--- config.mk ---
export PLATFORM = sky130hd
export DESIGN_NAME = regfile_wb_arbiter
export DESIGN_NICKNAME = d
export VERILOG_FILES = /design/src/rtl/regfile_wb_arbiter.sv
export SDC_FILE = /design/constraint.sdc
export NUM_CORES = 1
export LEC_CHECK = 0
export CAP_MARGIN = 5
export CORE_MARGIN = 2
export CORE_UTILIZATION = 54
export CTS_CLUSTER_DIAMETER = 80
export CTS_CLUSTER_SIZE = 30
export DETAILED_ROUTE_END_ITERATION = 10
export PLACE_DENSITY = 0.77
export SLEW_MARGIN = 20
export SYNTH_ARGS = -nofsm -noshare
export SYNTH_HDL_FRONTEND = slang
export SYNTH_SLANG_ARGS = --single-unit
--- constraint.sdc ---
create_clock -name clk -period 4.42 [get_ports clk]
set_input_delay 1.326 -clock clk [delete_from_list [all_inputs] [get_ports clk]]
set_output_delay 1.326 -clock clk [all_outputs]
set_load 0.01 [all_outputs]
--- src/rtl/regfile_wb_arbiter.sv ---
// Writeback arbiter feeding the register-file write port: merges 1-cycle ALU results
// with buffered load results and tracks outstanding load destinations for decode.
module regfile_wb_arbiter #(
  parameter int FIFO_DEPTH   = 4,
  parameter int STARVE_LIMIT = 3
) (
  input  logic        clk,
  input  logic        rst,
  input  logic        alu_valid,
  input  logic [4:0]  alu_addr,
  input  logic [31:0] alu_data,
  output logic        alu_stall,
  input  logic        ld_valid,
  output logic        ld_ready,
  input  logic [4:0]  ld_addr,
  input  logic [31:0] ld_data,
  input  logic        issue_valid,
  input  logic [4:0]  issue_addr,
  input  logic [4:0]  chk_addr1,
  input  logic [4:0]  chk_addr2,
  output logic        hazard,
  output logic        we,
  output logic [4:0]  addrw,
  output logic [31:0] wdata,
  output logic [4:0]  fifo_count,
  output logic        err_drop
);

  localparam int          PW       = $clog2(FIFO_DEPTH);
  localparam logic [4:0]  DEPTH_C  = 5'(FIFO_DEPTH);
  localparam logic [3:0]  LIMIT_M1 = 4'(STARVE_LIMIT - 1);

  // Registers 0, 1 and 31 are hardwired: never written, never pending.
  function automatic logic is_hw(input logic [4:0] a);
    return (a == 5'd0) || (a == 5'd1) || (a == 5'd31);
  endfunction

  logic [4:0]    mem_addr [FIFO_DEPTH];
  logic [31:0]   mem_data [FIFO_DEPTH];
  logic [PW-1:0] wr_ptr;
  logic [PW-1:0] rd_ptr;
  logic [4:0]    count;
  logic [3:0]    starve_cnt;
  logic [31:0]   pending;

  logic          fifo_empty;
  logic          fifo_full;
  logic          push;
  logic          pop;
  logic          alu_win;
  logic          alu_lost;
  logic          win_valid;
  logic [4:0]    head_addr;
  logic [31:0]   head_data;
  logic [4:0]    win_addr;
  logic [31:0]   win_data;
  logic [3:0]    starve_next;
  logic          stall_next;
  logic [31:0]   pend_set;
  logic [31:0]   pend_clr;

  assign fifo_empty = (count == 5'd0);
  assign fifo_full  = (count == DEPTH_C);
  assign fifo_count = count;
  assign head_addr  = mem_addr[rd_ptr];
  assign head_data  = mem_data[rd_ptr];

  // Load handshake: a result transfers on a rising edge where ld_valid && ld_ready.
  // ld_ready depends only on current occupancy, so a pop at full never frees a slot
  // for the same cycle; it is held low throughout reset.
  assign ld_ready = rst & ~fifo_full;
  assign push     = ld_valid & ld_ready;

  always_comb begin
    pop      = 1'b0;
    alu_win  = 1'b0;
    alu_lost = 1'b0;
    if (alu_stall) begin
      pop      = ~fifo_empty;
      alu_lost = alu_valid;
    end else if (alu_valid) begin
      alu_win = 1'b1;
    end else begin
      pop = ~fifo_empty;
    end
  end

  assign win_valid = pop | alu_win;
  assign win_addr  = pop ? head_addr : alu_addr;
  assign win_data  = pop ? head_data : alu_data;

  // Starvation: count ALU wins over a waiting head; on the limit grant one stall cycle.
  always_comb begin
    starve_next = starve_cnt;
    stall_next  = 1'b0;
    if (pop || fifo_empty) begin
      starve_next = 4'd0;
    end else if (alu_win) begin
      if (starve_cnt == LIMIT_M1) begin
        stall_next  = 1'b1;
        starve_next = 4'd0;
      end else begin
        starve_next = starve_cnt + 4'd1;
      end
    end
  end

  // Set is applied after clear so a same-cycle issue to the popped register stays pending.
  assign pend_clr = pop ? (32'd1 << head_addr) : 32'd0;
  assign pend_set = (issue_valid && !is_hw(issue_addr)) ? (32'd1 << issue_addr) : 32'd0;

  assign hazard = (pending[chk_addr1] & ~is_hw(chk_addr1)) |
                  (pending[chk_addr2] & ~is_hw(chk_addr2));

  always_ff @(posedge clk) begin
    if (push) begin
      mem_addr[wr_ptr] <= ld_addr;
      mem_data[wr_ptr] <= ld_data;
    end
  end

  always_ff @(posedge clk or negedge rst) begin
    if (!rst) begin
      wr_ptr     <= '0;
      rd_ptr     <= '0;
      count      <= 5'd0;
      starve_cnt <= 4'd0;
      alu_stall  <= 1'b0;
      pending    <= 32'd0;
      we         <= 1'b0;
      addrw      <= 5'd0;
      wdata      <= 32'd0;
      err_drop   <= 1'b0;
    end else begin
      if (push) wr_ptr <= wr_ptr + 1'b1;
      if (pop)  rd_ptr <= rd_ptr + 1'b1;
      case ({push, pop})
        2'b10:   count <= count + 5'd1;
        2'b01:   count <= count - 5'd1;
        default: count <= count;
      endcase
      starve_cnt <= starve_next;
      alu_stall  <= stall_next;
      pending    <= ((pending & ~pend_clr) | pend_set) & 32'h7fff_fffc;
      // addrw/wdata follow any winner (even a hardwired target); we gates the write.
      we <= win_valid & ~is_hw(win_addr);
      if (win_valid) begin
        addrw <= win_addr;
        wdata <= win_data;
      end
      if (alu_lost) err_drop <= 1'b1;
    end
  end

endmodule
==> results.toml <==
[run_status]
status = "complete, no violations"

[routing]
avgRoutedWirePerCell_um = 21.7
ant_nets = 0
drc = 0
first_iter_violations = 474
wl_um = 21700
drt-vias-per-instance = 5.93
first_pass_iters = 5
num_vias = 5925

[placed_design]
place_area_mm2 = 0.0114
port-buffer-count = 140
place_inst = 976
place.detailed.hpwl_um = 15000
place.gp.congestion = 0.969

[cells_and_area]
utilization = 0.678
register_area_mm2 = 0.00650
stdcell_area_mm2 = 0.0118
drive_gt1_frac = 0.137
synthToLayoutAreaGrowth_pct = 21.9
fin_cells = 999
fillers = 1178
fin_nets = 869
multi_input_area_mm2 = 0.00305

[floorplan]
ios = 141
die_y_um = 138
design.die.area_mm2 = 0.0190
fp.dieW_um = 138
core_area_mm2 = 0.0174
rows = 48
start_util = 0.557

[setup_path]
crit_path_cell_trace = "clkdlybuf4s50_1 -> mux4_2 -> o21ai_1 -> o21ai_1 -> o211ai_1 -> o221ai_1 -> buf_2"
worstSetupStartpoint = "chk_addr1[1]"
cp_top_family = "buffers and inverters"
start_kind = "primary input"
slowest_stage = "clkdlybuf4s50_1"
cp.arrival_ns = 2.97
required_ns = 3.09
crit_top_cell = "o21ai_1"
r2r-start = "fifo_count[3]"
r2r_setup_slack_ns = 1.17
endpoint_kind = "primary output"
path_class = "in2out"
crit_buf_inv = 2
critPathMaxFanout = 4
max_stage_delay_ns = 0.56

[global_route]
grt_overflow = 0
grt_pass1_vias = 6128
grt_usage = 0.232
grt_max_degree = 83
grt_pass1_wl_um = 33000
antenna_found_initial = 2

[clock_network]
path_clk_slew_ns = 0.10
clockRootBuffer = "clkbuf_16"
clock_sinks = 230
htree_levels = 1
cts_inserted_buffers = 12
clock_latency_ns = 0.48
cts_buffer_depth = 3
cts_tree = "yes"

[synthesis]
synth-seq-area-share = 0.670
syn-cell-area_mm2 = 0.00969
synth_flop_cell = "edfxtp_1"
ys_async_sr_fraction = 0.357
synth-seq-cells = 230
synth.distinct_cells = 47
synth_area_per_cell_um2 = 15.6
syn_nets = 726
synthCells = 623
synth_enable_flop_cells = 148
ys_warn_count = 0

[timing]
setup_tns_ns = 0
fmax_ghz = 0.233
tightest_slew_ns = 0.994
rsz0062_at_grt = "false"
finalMaxSlewViolations = 0
relSlewSlack = 0.337
setup-violations-final = 0
clock_skew_ns = 0.0274
min_period_ns = 4.29
finalCritPeriodShare = 0.971
hold_viol = 0

[worst_hold_path]
min-delay-start = "err_drop"
worst_hold_path_type = "reg2reg"

[power_and_ir_drop]
max-vdd-ir-drop_uv = 338
powerDensity_mw_per_mm2 = 567
leakage_uw = 0.00418

[job]
cap_violations = 0
logic make-up (layout without fill, tap and decap cells):
group | count (synthesis) | count (layout) | share of synthesized area
muxes | 95 | 95 | 0.161
buffers and inverters | 38 | 187 | 0.0174
adders and majority gates | 9 | 9 | 0.0116
AOI/OAI and AO/OA | 128 | 128 | 0.0725
xor gates and xnor gates | 10 | 10 | 0.00904
DFF | 230 | 230 | 0.670
other | 0 | 2 | 0
and+or+nand+nor | 113 | 113 | 0.0583
where the power goes:
group	internal, µW	switching (µW)
Combinational	1170	1000
Sequential	2770	457
Clock	620	678
Total	4570	2140
timing repair:
item,CTS,global route
buffers inserted,1,0
pin swaps,4,0
gates resized for setup,13,1
cloned,0,0
endpoints found under the hold margin,0,0
endpoints found under the setup margin,1,1
hold buffers,0,0
worst paths after layout:
kind / end / depth (start not counted)
max: hazard / 7
min: err_drop / 1
max reg2reg: fifo_count[4] / 12
min reg2reg: err_drop / 1
max in group asynchronous: wdata[7] / 2
min in group asynchronous: fifo_count[3] / 2
state kept, by name (all words and copies together) (netlist names):
name        cells
addrw           5
mem_addr       20
starve_cnt      4
alu_stall       1
err_drop        1
rd_ptr          2
wr_ptr          2
we              1
fifo_count      5
pending        29
mem_data      128
wdata          32
cell usage after synthesis (all sizes together), types with 2 or more instances:
cell type | n | share of area
nand3 | 8 | 0.0041
o221ai | 2 | 0.0018
nor2 | 15 | 0.0066
nand3b | 4 | 0.0031
inv | 8 | 0.0031
dfrtp | 82 | 0.21
xor2 | 2 | 0.0018
nand2b | 10 | 0.0065
mux4 | 48 | 0.11
clkbuf | 17 | 0.0066
nand2 | 48 | 0.019
and3 | 7 | 0.0046
mux2 | 6 | 0.0070
nor2b | 6 | 0.0039
a31oi | 3 | 0.0019
o22ai | 3 | 0.0019
o211ai | 2 | 0.0015
a21oi | 10 | 0.0052
edfxtp | 148 | 0.46
nor3b | 2 | 0.0015
mux2i | 41 | 0.042
o21ai | 99 | 0.052
nor3 | 2 | 0.0010
buf | 13 | 0.0077
or3 | 3 | 0.0019
o211a | 3 | 0.0031
ha | 9 | 0.012
a21o | 2 | 0.0015
xnor2 | 8 | 0.0072
layout by cell type, fill, tap and decap left out, drive strengths merged, types with 3 or more instances in the layout:
| cell | synthesis | final |
|---|---|---|
| inv | 8 | 11 |
| xnor2 | 8 | 8 |
| mux2i | 41 | 41 |
| o21ai | 99 | 99 |
| nand3 | 8 | 8 |
| edfxtp | 148 | 148 |
| a21oi | 10 | 10 |
| mux4 | 48 | 48 |
| ha | 9 | 9 |
| nand3b | 4 | 4 |
| clkbuf | 17 | 15 |
| dfrtp | 82 | 82 |
| nand2b | 10 | 10 |
| o211a | 3 | 3 |
| nand2 | 48 | 48 |
| mux2 | 6 | 6 |
| clkdlybuf4s50 | 0 | 135 |
| nor2 | 15 | 15 |
| o22ai | 3 | 3 |
| and3 | 7 | 7 |
| buf | 13 | 21 |
| nor2b | 6 | 6 |
| a31oi | 3 | 3 |
| or3 | 3 | 3 |
cell type report:
cell class | instances | area share
Antenna cell | 2 | 0.000424
Clock buffer | 15 | 0.0282
Clock inverter | 5 | 0.00593
Inverter | 8 | 0.00254
Multi-Input combinational cell | 355 | 0.258
Sequential cell | 230 | 0.550
Tap cell | 225 | 0.0238
Timing Repair Buffer | 159 | 0.131
metal layers:
metal | vias to the layer above | wire length (µm) | track usage | share of wire
met5 | - | 0 | 0 | 0
met4 | 0 | 884 | 0.101 | 0.041
met3 | 57 | 1180 | 0.0351 | 0.054
met2 | 220 | 11100 | 0.396 | 0.51
met1 | 2974 | 8590 | 0.296 | 0.40
li1 | 2674 | - | - | -
per-stage QoR:
stage | power (µW) | hold slack, ns | worst slack [ns]
6_report | 6700 | 0.494 | 0.129
5_1_grt | 7030 | 0.520 | 0.0790
4_1_cts | 6740 | 0.504 | 0.0596
3_5_place_dp | 5430 | 0.479 | -0.459
3_3_place_gp | 5340 | 0.441 | -0.436
2_1_floorplan | 4480 | 0.465 | 0.213
No activity file was read; power rests on OpenSTA's default activity.
